--- src/rtl/br_loop_scheduler_pkg.sv ---
// rtl/br_loop_scheduler_pkg.sv - shared types and TFHE defaults for the BR loop scheduler
package br_loop_scheduler_pkg;

   localparam int TFHE_LWE_K        = 834;
   localparam int TFHE_BATCH_PBS_NB = 8;
   localparam int BR_LOOP_W         = $clog2(TFHE_LWE_K);
   localparam int BR_PBS_W          = $clog2(TFHE_BATCH_PBS_NB + 1);

   typedef enum logic [1:0] {
      ST_IDLE  = 2'd0,
      ST_RUN   = 2'd1,
      ST_DRAIN = 2'd2,
      ST_FIN   = 2'd3
   } br_sched_state_e;

   typedef struct packed {
      logic [BR_LOOP_W-1:0] br_loop;
      logic [BR_PBS_W-1:0]  pbs_idx;
      logic                 first_loop;
      logic                 last_loop;
      logic                 last_pbs;
   } br_cmd_t;

endpackage

--- src/rtl/br_loop_scheduler_if.sv ---
// rtl/br_loop_scheduler_if.sv - batch, command, completion and BSK signals of the scheduler
// master is the scheduler side, slave is the dispatcher/datapath/BSK side.
interface br_loop_scheduler_if
   import br_loop_scheduler_pkg::*;
#(
   parameter int LWE_K_W = BR_LOOP_W,
   parameter int BPBS_W  = BR_PBS_W
) ();

   logic               batch_vld;
   logic               batch_rdy;
   logic [BPBS_W-1:0]  batch_pbs_nb;
   logic               cmd_vld;
   logic               cmd_rdy;
   logic [LWE_K_W-1:0] cmd_br_loop;
   logic [BPBS_W-1:0]  cmd_pbs_idx;
   logic               cmd_first_loop;
   logic               cmd_last_loop;
   logic               cmd_last_pbs;
   logic               done_vld;
   logic               bsk_loop_avail;
   logic               bsk_loop_consumed;
   logic               batch_done;
   logic               err_cfg;
   logic               err_done;

   modport master (
      input  batch_vld, batch_pbs_nb, cmd_rdy, done_vld, bsk_loop_avail,
      output batch_rdy, cmd_vld, cmd_br_loop, cmd_pbs_idx, cmd_first_loop,
             cmd_last_loop, cmd_last_pbs, bsk_loop_consumed, batch_done,
             err_cfg, err_done
   );

   modport slave (
      output batch_vld, batch_pbs_nb, cmd_rdy, done_vld, bsk_loop_avail,
      input  batch_rdy, cmd_vld, cmd_br_loop, cmd_pbs_idx, cmd_first_loop,
             cmd_last_loop, cmd_last_pbs, bsk_loop_consumed, batch_done,
             err_cfg, err_done
   );

endinterface

--- src/rtl/br_loop_scheduler_cmd_reg.sv ---
// rtl/br_loop_scheduler_cmd_reg.sv - valid/ready output register for BR commands
// The payload only changes on load, so a presented command holds until accepted.
module br_sched_cmd_reg #(
   parameter int DATA_W = 8
) (
   input  logic              clk,
   input  logic              rst,
   input  logic              load,
   input  logic [DATA_W-1:0] load_data,
   input  logic              out_rdy,
   output logic              out_vld,
   output logic [DATA_W-1:0] out_data
);

   logic              vld_q, vld_d;
   logic [DATA_W-1:0] data_q, data_d;

   always_comb begin
      vld_d  = vld_q & ~out_rdy;
      data_d = data_q;
      if (load) begin
         vld_d  = 1'b1;
         data_d = load_data;
      end
   end

   always_ff @(posedge clk or posedge rst) begin
      if (rst) begin
         vld_q  <= 1'b0;
         data_q <= '0;
      end else begin
         vld_q  <= vld_d;
         data_q <= data_d;
      end
   end

   assign out_vld  = vld_q;
   assign out_data = data_q;

endmodule

--- src/rtl/br_loop_scheduler.sv ---
// rtl/br_loop_scheduler.sv - blind-rotation loop sequencer for one PBS batch
// Issues loop-major commands, limited to pbs_nb outstanding and gated by BSK slice availability.
module br_loop_scheduler
   import br_loop_scheduler_pkg::*;
#(
   parameter int LWE_K        = TFHE_LWE_K,
   parameter int BATCH_PBS_NB = TFHE_BATCH_PBS_NB,
   parameter int LWE_K_W      = $clog2(LWE_K),
   parameter int BPBS_W       = $clog2(BATCH_PBS_NB + 1)
) (
   input  logic               clk,
   input  logic               a_rst,
   br_loop_scheduler_if.master bus
);

   localparam int                 CMD_W     = LWE_K_W + BPBS_W + 3;
   localparam logic [LWE_K_W-1:0] LAST_LOOP = LWE_K_W'(LWE_K - 1);
   localparam logic [BPBS_W-1:0]  NB_MAX    = BPBS_W'(BATCH_PBS_NB);

   br_sched_state_e    state_q, state_d;
   logic [BPBS_W-1:0]  nb_q, nb_d;
   logic [BPBS_W-1:0]  pbs_q, pbs_d;
   logic [BPBS_W-1:0]  out_q, out_d;
   logic [LWE_K_W-1:0] loop_q, loop_d;
   logic               all_loaded_q, all_loaded_d;
   logic               batch_rdy_q, batch_rdy_d;
   logic               consumed_q, consumed_d;
   logic               err_cfg_q, err_cfg_d;
   logic               err_done_q, err_done_d;

   logic               cmd_vld, load, want_load, accept, nb_legal;
   logic               hs, done_ok, slot_free;
   logic [CMD_W-1:0]   cmd_data, load_data;
   logic [LWE_K_W-1:0] cur_loop, c_loop;
   logic [BPBS_W-1:0]  cur_pbs, cur_nb, c_pbs;
   logic               c_first, c_last_loop, c_last_pbs;

   assign {c_loop, c_pbs, c_first, c_last_loop, c_last_pbs} = cmd_data;

   always_comb begin
      state_d      = state_q;
      nb_d         = nb_q;
      loop_d       = loop_q;
      pbs_d        = pbs_q;
      all_loaded_d = all_loaded_q;
      err_cfg_d    = 1'b0;
      want_load    = 1'b0;
      load         = 1'b0;
      load_data    = '0;
      cur_loop     = loop_q;
      cur_pbs      = pbs_q;
      cur_nb       = nb_q;

      accept     = batch_rdy_q & bus.batch_vld;
      nb_legal   = (bus.batch_pbs_nb != '0) && (bus.batch_pbs_nb <= NB_MAX);
      hs         = cmd_vld & bus.cmd_rdy;
      slot_free  = ~cmd_vld | bus.cmd_rdy;
      // A done racing an issue is legal even when nothing was outstanding before.
      done_ok    = bus.done_vld & ((out_q != '0) | hs);
      out_d      = out_q + BPBS_W'(hs) - BPBS_W'(done_ok);
      err_done_d = bus.done_vld & ~done_ok;
      consumed_d = hs & c_last_pbs;

      case (state_q)
         ST_IDLE: begin
            if (accept) begin
               if (nb_legal) begin
                  nb_d         = bus.batch_pbs_nb;
                  cur_nb       = bus.batch_pbs_nb;
                  cur_loop     = '0;
                  cur_pbs      = '0;
                  loop_d       = '0;
                  pbs_d        = '0;
                  all_loaded_d = 1'b0;
                  want_load    = 1'b1;
                  state_d      = ST_RUN;
               end else begin
                  err_cfg_d = 1'b1;
                  state_d   = ST_FIN;
               end
            end
         end
         ST_RUN: begin
            want_load = ~all_loaded_q;
            if (hs & c_last_loop & c_last_pbs) state_d = ST_DRAIN;
         end
         ST_DRAIN: if (out_q == '0) state_d = ST_FIN;
         ST_FIN:   state_d = ST_IDLE;
         default:  state_d = ST_IDLE;
      endcase

      // Window uses the post-update count, so a done this cycle opens a slot for next cycle.
      load = want_load & slot_free & bus.bsk_loop_avail & (out_d < cur_nb);
      if (load) begin
         load_data = {cur_loop, cur_pbs, cur_loop == '0, cur_loop == LAST_LOOP,
                      cur_pbs == cur_nb - BPBS_W'(1)};
         if (cur_pbs == cur_nb - BPBS_W'(1)) begin
            pbs_d = '0;
            if (cur_loop == LAST_LOOP) all_loaded_d = 1'b1;
            else                       loop_d = cur_loop + LWE_K_W'(1);
         end else begin
            pbs_d = cur_pbs + BPBS_W'(1);
         end
      end

      batch_rdy_d = (state_d == ST_IDLE);
   end

   always_ff @(posedge clk or posedge a_rst) begin
      if (a_rst) begin
         state_q      <= ST_IDLE;
         nb_q         <= '0;
         loop_q       <= '0;
         pbs_q        <= '0;
         out_q        <= '0;
         all_loaded_q <= 1'b0;
         batch_rdy_q  <= 1'b0;
         consumed_q   <= 1'b0;
         err_cfg_q    <= 1'b0;
         err_done_q   <= 1'b0;
      end else begin
         state_q      <= state_d;
         nb_q         <= nb_d;
         loop_q       <= loop_d;
         pbs_q        <= pbs_d;
         out_q        <= out_d;
         all_loaded_q <= all_loaded_d;
         batch_rdy_q  <= batch_rdy_d;
         consumed_q   <= consumed_d;
         err_cfg_q    <= err_cfg_d;
         err_done_q   <= err_done_d;
      end
   end

   br_sched_cmd_reg #(.DATA_W(CMD_W)) u_cmd_reg (
      .clk       (clk),
      .rst       (a_rst),
      .load      (load),
      .load_data (load_data),
      .out_rdy   (bus.cmd_rdy),
      .out_vld   (cmd_vld),
      .out_data  (cmd_data)
   );

   assign bus.batch_rdy         = batch_rdy_q;
   assign bus.cmd_vld           = cmd_vld;
   assign bus.cmd_br_loop       = c_loop;
   assign bus.cmd_pbs_idx       = c_pbs;
   assign bus.cmd_first_loop    = c_first;
   assign bus.cmd_last_loop     = c_last_loop;
   assign bus.cmd_last_pbs      = c_last_pbs;
   assign bus.bsk_loop_consumed = consumed_q;
   assign bus.batch_done        = (state_q == ST_FIN);
   assign bus.err_cfg           = err_cfg_q;
   assign bus.err_done          = err_done_q;

endmodule

--- src/flat_wrapper.sv ---
// flat-port wrapper written by rule: the top's interface ports become plain ports
module br_loop_scheduler_flat import br_loop_scheduler_pkg::*;
#(
   parameter int LWE_K        = TFHE_LWE_K,
   parameter int BATCH_PBS_NB = TFHE_BATCH_PBS_NB,
   parameter int LWE_K_W      = $clog2(LWE_K),
   parameter int BPBS_W       = $clog2(BATCH_PBS_NB + 1)
)
  (clk, a_rst, bus_batch_vld, bus_batch_pbs_nb, bus_cmd_rdy, bus_done_vld, bus_bsk_loop_avail, bus_batch_rdy, bus_cmd_vld, bus_cmd_br_loop, bus_cmd_pbs_idx, bus_cmd_first_loop, bus_cmd_last_loop, bus_cmd_last_pbs, bus_bsk_loop_consumed, bus_batch_done, bus_err_cfg, bus_err_done);
  br_loop_scheduler_if #(.LWE_K_W(LWE_K_W), .BPBS_W(BPBS_W)) bus_i ();
  input  logic clk;
  input  logic a_rst;
  input wire logic [$bits(bus_i.batch_vld)-1:0] bus_batch_vld;
  input wire logic [$bits(bus_i.batch_pbs_nb)-1:0] bus_batch_pbs_nb;
  input wire logic [$bits(bus_i.cmd_rdy)-1:0] bus_cmd_rdy;
  input wire logic [$bits(bus_i.done_vld)-1:0] bus_done_vld;
  input wire logic [$bits(bus_i.bsk_loop_avail)-1:0] bus_bsk_loop_avail;
  output wire logic [$bits(bus_i.batch_rdy)-1:0] bus_batch_rdy;
  output wire logic [$bits(bus_i.cmd_vld)-1:0] bus_cmd_vld;
  output wire logic [$bits(bus_i.cmd_br_loop)-1:0] bus_cmd_br_loop;
  output wire logic [$bits(bus_i.cmd_pbs_idx)-1:0] bus_cmd_pbs_idx;
  output wire logic [$bits(bus_i.cmd_first_loop)-1:0] bus_cmd_first_loop;
  output wire logic [$bits(bus_i.cmd_last_loop)-1:0] bus_cmd_last_loop;
  output wire logic [$bits(bus_i.cmd_last_pbs)-1:0] bus_cmd_last_pbs;
  output wire logic [$bits(bus_i.bsk_loop_consumed)-1:0] bus_bsk_loop_consumed;
  output wire logic [$bits(bus_i.batch_done)-1:0] bus_batch_done;
  output wire logic [$bits(bus_i.err_cfg)-1:0] bus_err_cfg;
  output wire logic [$bits(bus_i.err_done)-1:0] bus_err_done;
  assign bus_i.batch_vld = bus_batch_vld;
  assign bus_i.batch_pbs_nb = bus_batch_pbs_nb;
  assign bus_i.cmd_rdy = bus_cmd_rdy;
  assign bus_i.done_vld = bus_done_vld;
  assign bus_i.bsk_loop_avail = bus_bsk_loop_avail;
  assign bus_batch_rdy = bus_i.batch_rdy;
  assign bus_cmd_vld = bus_i.cmd_vld;
  assign bus_cmd_br_loop = bus_i.cmd_br_loop;
  assign bus_cmd_pbs_idx = bus_i.cmd_pbs_idx;
  assign bus_cmd_first_loop = bus_i.cmd_first_loop;
  assign bus_cmd_last_loop = bus_i.cmd_last_loop;
  assign bus_cmd_last_pbs = bus_i.cmd_last_pbs;
  assign bus_bsk_loop_consumed = bus_i.bsk_loop_consumed;
  assign bus_batch_done = bus_i.batch_done;
  assign bus_err_cfg = bus_i.err_cfg;
  assign bus_err_done = bus_i.err_done;
  br_loop_scheduler #(.LWE_K(LWE_K), .BATCH_PBS_NB(BATCH_PBS_NB), .LWE_K_W(LWE_K_W), .BPBS_W(BPBS_W)) u_core (.clk(clk), .a_rst(a_rst), .bus(bus_i));
endmodule
--- config.mk ---
export PLATFORM = sky130hd
export DESIGN_NAME = br_loop_scheduler_flat
export DESIGN_NICKNAME = d
export VERILOG_FILES = /design/src/rtl/br_loop_scheduler_pkg.sv /design/src/rtl/br_loop_scheduler_if.sv /design/src/rtl/br_loop_scheduler_cmd_reg.sv /design/src/rtl/br_loop_scheduler.sv /design/src/flat_wrapper.sv
export SDC_FILE = /design/constraint.sdc
export NUM_CORES = 1
export LEC_CHECK = 0
export CAP_MARGIN = 20
export CORE_MARGIN = 2
export CORE_UTILIZATION = 55
export DETAILED_ROUTE_END_ITERATION = 8
export PLACE_DENSITY = 0.79
export SYNTH_ARGS = -nofsm -noshare
export SYNTH_HDL_FRONTEND = slang
export SYNTH_SLANG_ARGS = --single-unit
--- constraint.sdc ---
create_clock -name clk -period 5 [get_ports clk]
set_clock_uncertainty 0.2 [all_clocks]
set_input_delay 1.25 -clock clk [delete_from_list [all_inputs] [get_ports clk]]
set_output_delay 1.25 -clock clk [all_outputs]
set_load 0.01 [all_outputs]
======== Word level (Yosys, flattened, before mapping) ========
Cells that the tools add are included.
word-level totals
  flip-flop bits (word level) ............. 47
  word-level logic and storage cells ...... 80
cells by class
  $add $sub $neg .......................... 5
  magnitude comparators ................... 2
  mux-type cells .......................... 32
  reduce and logical (&&, ||, !) cells .... 7
  bitwise gates (word level) .............. 17
  equality and inequality tests ........... 5
operator list
  cell                   count
  $mux 10                6
  $mux 4                 8
  $mux 1                 12
  $and 1x1->1            11
  $add 10x1->10 const B  1
  $eq 10x10->1 const B   1
  $logic_not 10->1       1
  $mux 2                 4
  $pmux 2 s4             1
  $reduce_bool 4->1      2
  $add 4x1->4            1
  $add 4x1->4 const B    1
  $eq 2x2->1 const B     2
  $eq 4x4->1             1
  $le 4x4->1 const B     1
  $logic_not 2->1        2
  $logic_not 4->1        1
  $lt 4x4->1             1
  $not 1->1              4
  $sub 4x1->4            1
  $sub 4x1->4 const B    1
  $eq 2x1->1 const B     1
  $or 1x1->1             2
  $pmux 1 s2             1
  $logic_and 1x1->1      1

======== Longest topological paths before layout ========
  word-level depth ........................ 9
  depth in mapped cells ................... 19
  gate-level depth less buffers ........... 17

======== Hierarchy ========
A second synthesis with hierarchy kept.
unflattened totals
  cell total of the unflattened synthesis .. 252
  area, all modules ....................... 2636.3 µm²
modules (own cells, without submodules)
  module             cells an instance  area each (µm²)  times used  sequential area each (µm²)
  br_loop_scheduler  212                1913.1           1           725.7
  br_sched_cmd_reg   40                 723.2            1           450.4

======== Worst setup path before layout ========
OpenSTA, ideal clock, no wires.
  path type ............................... in2reg
  start ................................... input bus_cmd_rdy
  end ..................................... register u_core.loop_q[1]
  cell stages on the path ................. 15
  data required time ...................... 4675 ps
  arrival time ............................ 4016 ps
  slack ................................... 660 ps
  path through ............................ nand2_1 > a21boi_0 > ha_1 > inv_1 > ha_1 > inv_1 > fa_1 > inv_1 > ha_1 > a21o_1 > a21o_1 > a22oi_4 > o211ai_4 > nor3b_1 > mux2_2
on the way
  cells in the longest elaborated chain, start to end .. 7
  elaborated cells between the ends (all ways) .. 11
RTL lines
  element                                                              line                      text
  start: declaration                                                   flat_wrapper.sv:15        input wire logic [$bits(bus_i.cmd_rdy)-1:0] bus_cmd_rdy;
  $and 1x1->1 (*)                                                      br_loop_scheduler.sv:56   hs = cmd_vld & bus.cmd_rdy;
  parallel branches: the longest is 2 deep, another holds $add 4x1->4  -
  $sub 4x1->4 (*)                                                      br_loop_scheduler.sv:60   out_d = out_q + BPBS_W'(hs) - BPBS_W'(done_ok);
  net u_core.out_d[1]                                                  br_loop_scheduler.sv:23   logic [BPBS_W-1:0] out_q, out_d;
  $lt 4x4->1 (*)                                                       br_loop_scheduler.sv:93   load = want_load & slot_free & bus.bsk_loop_avail & (out_d < cur_nb);
  $and 1x1->1 (*)                                                      br_loop_scheduler.sv:93
  $mux 10 (*)                                                          br_loop_scheduler.sv:94   if (load) begin
  net u_core.loop_d[1]                                                 br_loop_scheduler.sv:24   logic [LWE_K_W-1:0] loop_q, loop_d;
  end signal: assignment                                               br_loop_scheduler.sv:124  loop_q <= loop_d;
  end: declaration                                                     br_loop_scheduler.sv:24
Mark *: on every way through the listed nets, which the timed path passes.
A chain may end at the register's enable or synchronous reset.

======== Worst setup path after layout ========
  start ................................... input bus_cmd_rdy
  end ..................................... register u_core.loop_q[2]
Same word-level chain as after synthesis.

==> flow_metrics.py <==
metrics = {
    "setup_path": {
        "crit_path_end_kind": "flop",
        "critical_path_arrival_ps": 4760,
        "worst-setup-path-type": "in2reg",
        "crit_path_top_delay_cell": "sky130_fd_sc_hd__clkdlybuf4s50_1",
        "critPathRequiredTime_ps": 5020,
        "critPathMaxStageDelay_ps": 490,
        "critical_path.startpoint_type": "input port",
        "maximum_fanout_encountered_on_the_critical_timing_path": 15,
        "crit_path_cell_trace": "clkdlybuf4s50_1 > nand2_1 > a21boi_0 > ha_1 > inv_1 > ha_1 > inv_1 > fa_1 > inv_1 > ha_1 > a21o_1 > a21o_1 > a22oi_4 > o211ai_4 > buf_4 > nor4b_1 > xnor2_1",
    },
    "power": {
        "p_seq_frac": 0.309,
        "max-vdd-ir-drop_mv": 0.396,
        "internal-power_uw": 1050,
        "power_switching_share": 0.415,
        "share_clk_of_total_power": 0.160,
        "fin_total_pwr_uw": 1790,
        "p_switching_uw": 743,
        "power_per_cell_area_nw_per_um2": 568,
        "total_leakage_power_uw": 0.00144,
        "power_frac_comb": 0.531,
    },
    "route": {
        "drt_wl_total_um": 5300,
        "avgRoutedWirePerCell_um": 14.8,
        "antenna_violating_nets_post_route": 0,
        "first_pass_iters": 4,
        "drt-initial-drc-count": 137,
        "drt_drc_violations_left": 0,
        "route.vias.total": 2014,
        "drt-vias-per-instance": 5.63,
    },
    "floorplan": {
        "pin_count": 33,
        "core_region_area_um2": 4410,
        "std_cell_rows": 24,
        "die_width_um": 72.1,
        "chipHeight_um": 72.1,
        "dieArea_um2": 5200,
        "initial_utilization": 0.579,
    },
    "clocking": {
        "h-tree-depth": 2,
        "clock_sink_count": 47,
        "cts_hold_repair.buffers": 0,
        "worst_setup_hold_path_clk_slew_ps": 90,
        "clk_root_buffer_cell": "sky130_fd_sc_hd__clkbuf_8",
        "clk_latency_ps": 300,
        "cts_setup_buffers": 0,
        "cts_made_buffers": 5,
        "postCtsResizedCells": 0,
        "cts_tree": "built",
        "clock_tree_buf_depth": 2,
    },
    "sta": {
        "fmax_mhz": 211,
        "timing.max_slew.rel_slack": 0.639,
        "timing.final.crit_period_ps": 4740,
        "worst_slack_ps": 262,
        "setup_repair_after_global_routing_missed_its_margin": "no",
        "finalHoldViolations": 0,
        "hold_slack_ps": 280,
        "max_slew.worst_pin.slew_ps": 541,
        "final.period_utilization": 0.948,
        "maxSlewViolCount": 0,
        "final-setup-viol-count": 0,
    },
    "finish": {
        "area.growth.synth_to_final_pct": 23.5,
        "antenna_cells_inserted": 0,
        "finish.instance_area_um2": 3150,
        "instances_no_fill": 358,
        "layout.filler_cells": 348,
        "final_net_count": 329,
        "drive_above_1_share": 0.127,
    },
    "yosys": {
        "async_set_or_reset_register_ratio_after_synthesis": 1.00,
        "netlist_area_um2": 2550,
        "synth_sequential_area_ratio": 0.461,
        "yosys_most_used_dff": "sky130_fd_sc_hd__dfrtp_1",
        "netlist_top_cells_area": "sky130_fd_sc_hd__dfrtp_1, sky130_fd_sc_hd__ha_1, sky130_fd_sc_hd__nand2_1, sky130_fd_sc_hd__o21ai_0, sky130_fd_sc_hd__xnor2_1",
        "synth_top_cells_by_count": "sky130_fd_sc_hd__dfrtp_1, sky130_fd_sc_hd__nand2_1, sky130_fd_sc_hd__inv_1, sky130_fd_sc_hd__o21ai_0, sky130_fd_sc_hd__ha_1",
        "synth.ff_latch_count": 47,
        "yosys.area.top_type_share": 0.461,
        "synth_area_leader_cell": "sky130_fd_sc_hd__dfrtp_1",
        "synth_area_per_cell_um2": 9.86,
        "synthesis.yosys.warnings": 0,
        "synth-edff-count": 0,
        "postSynthNetCount": 283,
        "most_common_cell_in_the_netlist": "sky130_fd_sc_hd__dfrtp_1",
        "postSynthCellCount": 259,
        "yosysUniqueCellTypes": 58,
    },
    "place": {
        "detailedPlace.worstSlack_ps": -110,
        "port_buffers": 32,
        "place_congestion": 0.862,
        "placed_area_um2": 3010,
        "dp.cells": 349,
        "dp_hpwl_um": 3890,
    },
    "global_route": {
        "grt_max_degree": 48,
        "initial_antenna_violation_count": 0,
        "first_pass_grt_wire_length_um": 8970,
        "number_of_global_route_vias_before_repair": 1929,
        "grt_remaining_overflow": 0,
        "globalRouteTotalUtil": 0.221,
    },
    "run_status": {
        "status": "finished clean",
    },
    "job": {
        "drv.max_cap_violation_count": 0,
    },
    "hold_path": {
        "worst_hold_path_type": "reg2reg",
    },
}
## layer usage
| metal | GRT usage | part of all wire | wire length, µm |
|---|---|---|---|
| met1 | 0.296 | 0.45 | 2390 |
| met2 | 0.366 | 0.50 | 2630 |
| met3 | 0.0431 | 0.041 | 217 |
| met4 | 0.0671 | 0.011 | 60 |
| met5 | 0 | 0 | 0 |
## metrics by stage
stage	utilization	setup TNS, ps
finish	0.715	0
global route	0.715	0
CTS	0.708	0
detailed placement	0.682	-292
global placement	0.682	0
floorplan	-	0
## registers in the layout (all words and copies together), names as in the netlist
name / count
u_core.all_loaded_q: 1
u_core.bus.batch_rdy: 1
u_core.bus.bsk_loop_consumed: 1
u_core.bus.err_cfg: 1
u_core.bus.err_done: 1
u_core.loop_q: 10
u_core.nb_q: 4
u_core.out_q: 4
u_core.pbs_q: 4
u_core.state_q: 2
u_core.u_cmd_reg.out_data: 17
u_core.u_cmd_reg.out_vld: 1
## cells by family after synthesis
group                    Yosys count  share of synthesized area
buffers and inverters             32                     0.0534
XOR/XNOR                          13                     0.0446
adder cells (fa/ha/maj)           14                     0.0715
multiplexers                       2                    0.00833
flip-flops                        47                      0.461
AO/OA/AOI/OAI                     58                      0.160
AND/OR/NAND/NOR                   93                      0.202
## power groups by stage
stage	logic [µW]	registers (µW)	clock network [µW]
global route	1070	565	306
finish	951	554	287
CTS	953	553	295
global placement	907	556	0
detailed placement	947	561	0
floorplan	682	556	0
## path summary, 6_finish.rpt
check / from / to / slack [ps] / depth (start not counted)
max: bus_cmd_rdy / u_core.loop_q[2] / 260 / 17
min: u_core.all_loaded_q / u_core.all_loaded_q / 280 / 2
max reg2reg: u_core.out_q[2] / u_core.loop_q[2] / 990 / 18
min reg2reg: u_core.all_loaded_q / u_core.all_loaded_q / 280 / 2
max in group asynchronous: a_rst / u_core.u_cmd_reg.out_data[7] / 2970 / 3
min in group asynchronous: a_rst / u_core.out_q[2] / 1110 / 2
## worst max-delay path, delay by kind of cell
kind	cells	cell delay, ps
xor gates and xnor gates	1	160
buffers and inverters	5	890
AOI/OAI and AO/OA	5	860
and+or+nand+nor	2	420
adders and majority gates	4	1170
## layout make-up
cell class / count / area [µm²] / share of cell area
inverter: 21 / 78.8 / 0.0250
sequential: 47 / 1180 / 0.373
multi-input combinational: 180 / 1240 / 0.393
clock buffer: 6 / 82.6 / 0.0262
tap: 52 / 65.1 / 0.0206
clock inverter: 2 / 35.0 / 0.0111
timing repair buffer: 50 / 475 / 0.151
## layout by cell type, fill, tap and decap left out, drive strengths merged, types with 6 or more instances in the layout
master	synthesis	layout
xnor2	12	12
ha	13	13
inv	21	21
clkdlybuf4s50	0	32
buf	6	18
dfrtp	47	47
nand2	43	43
o21ai	21	21
clkbuf	5	6
a21oi	9	9
Note: power is estimated with default switching activity, not from simulation.
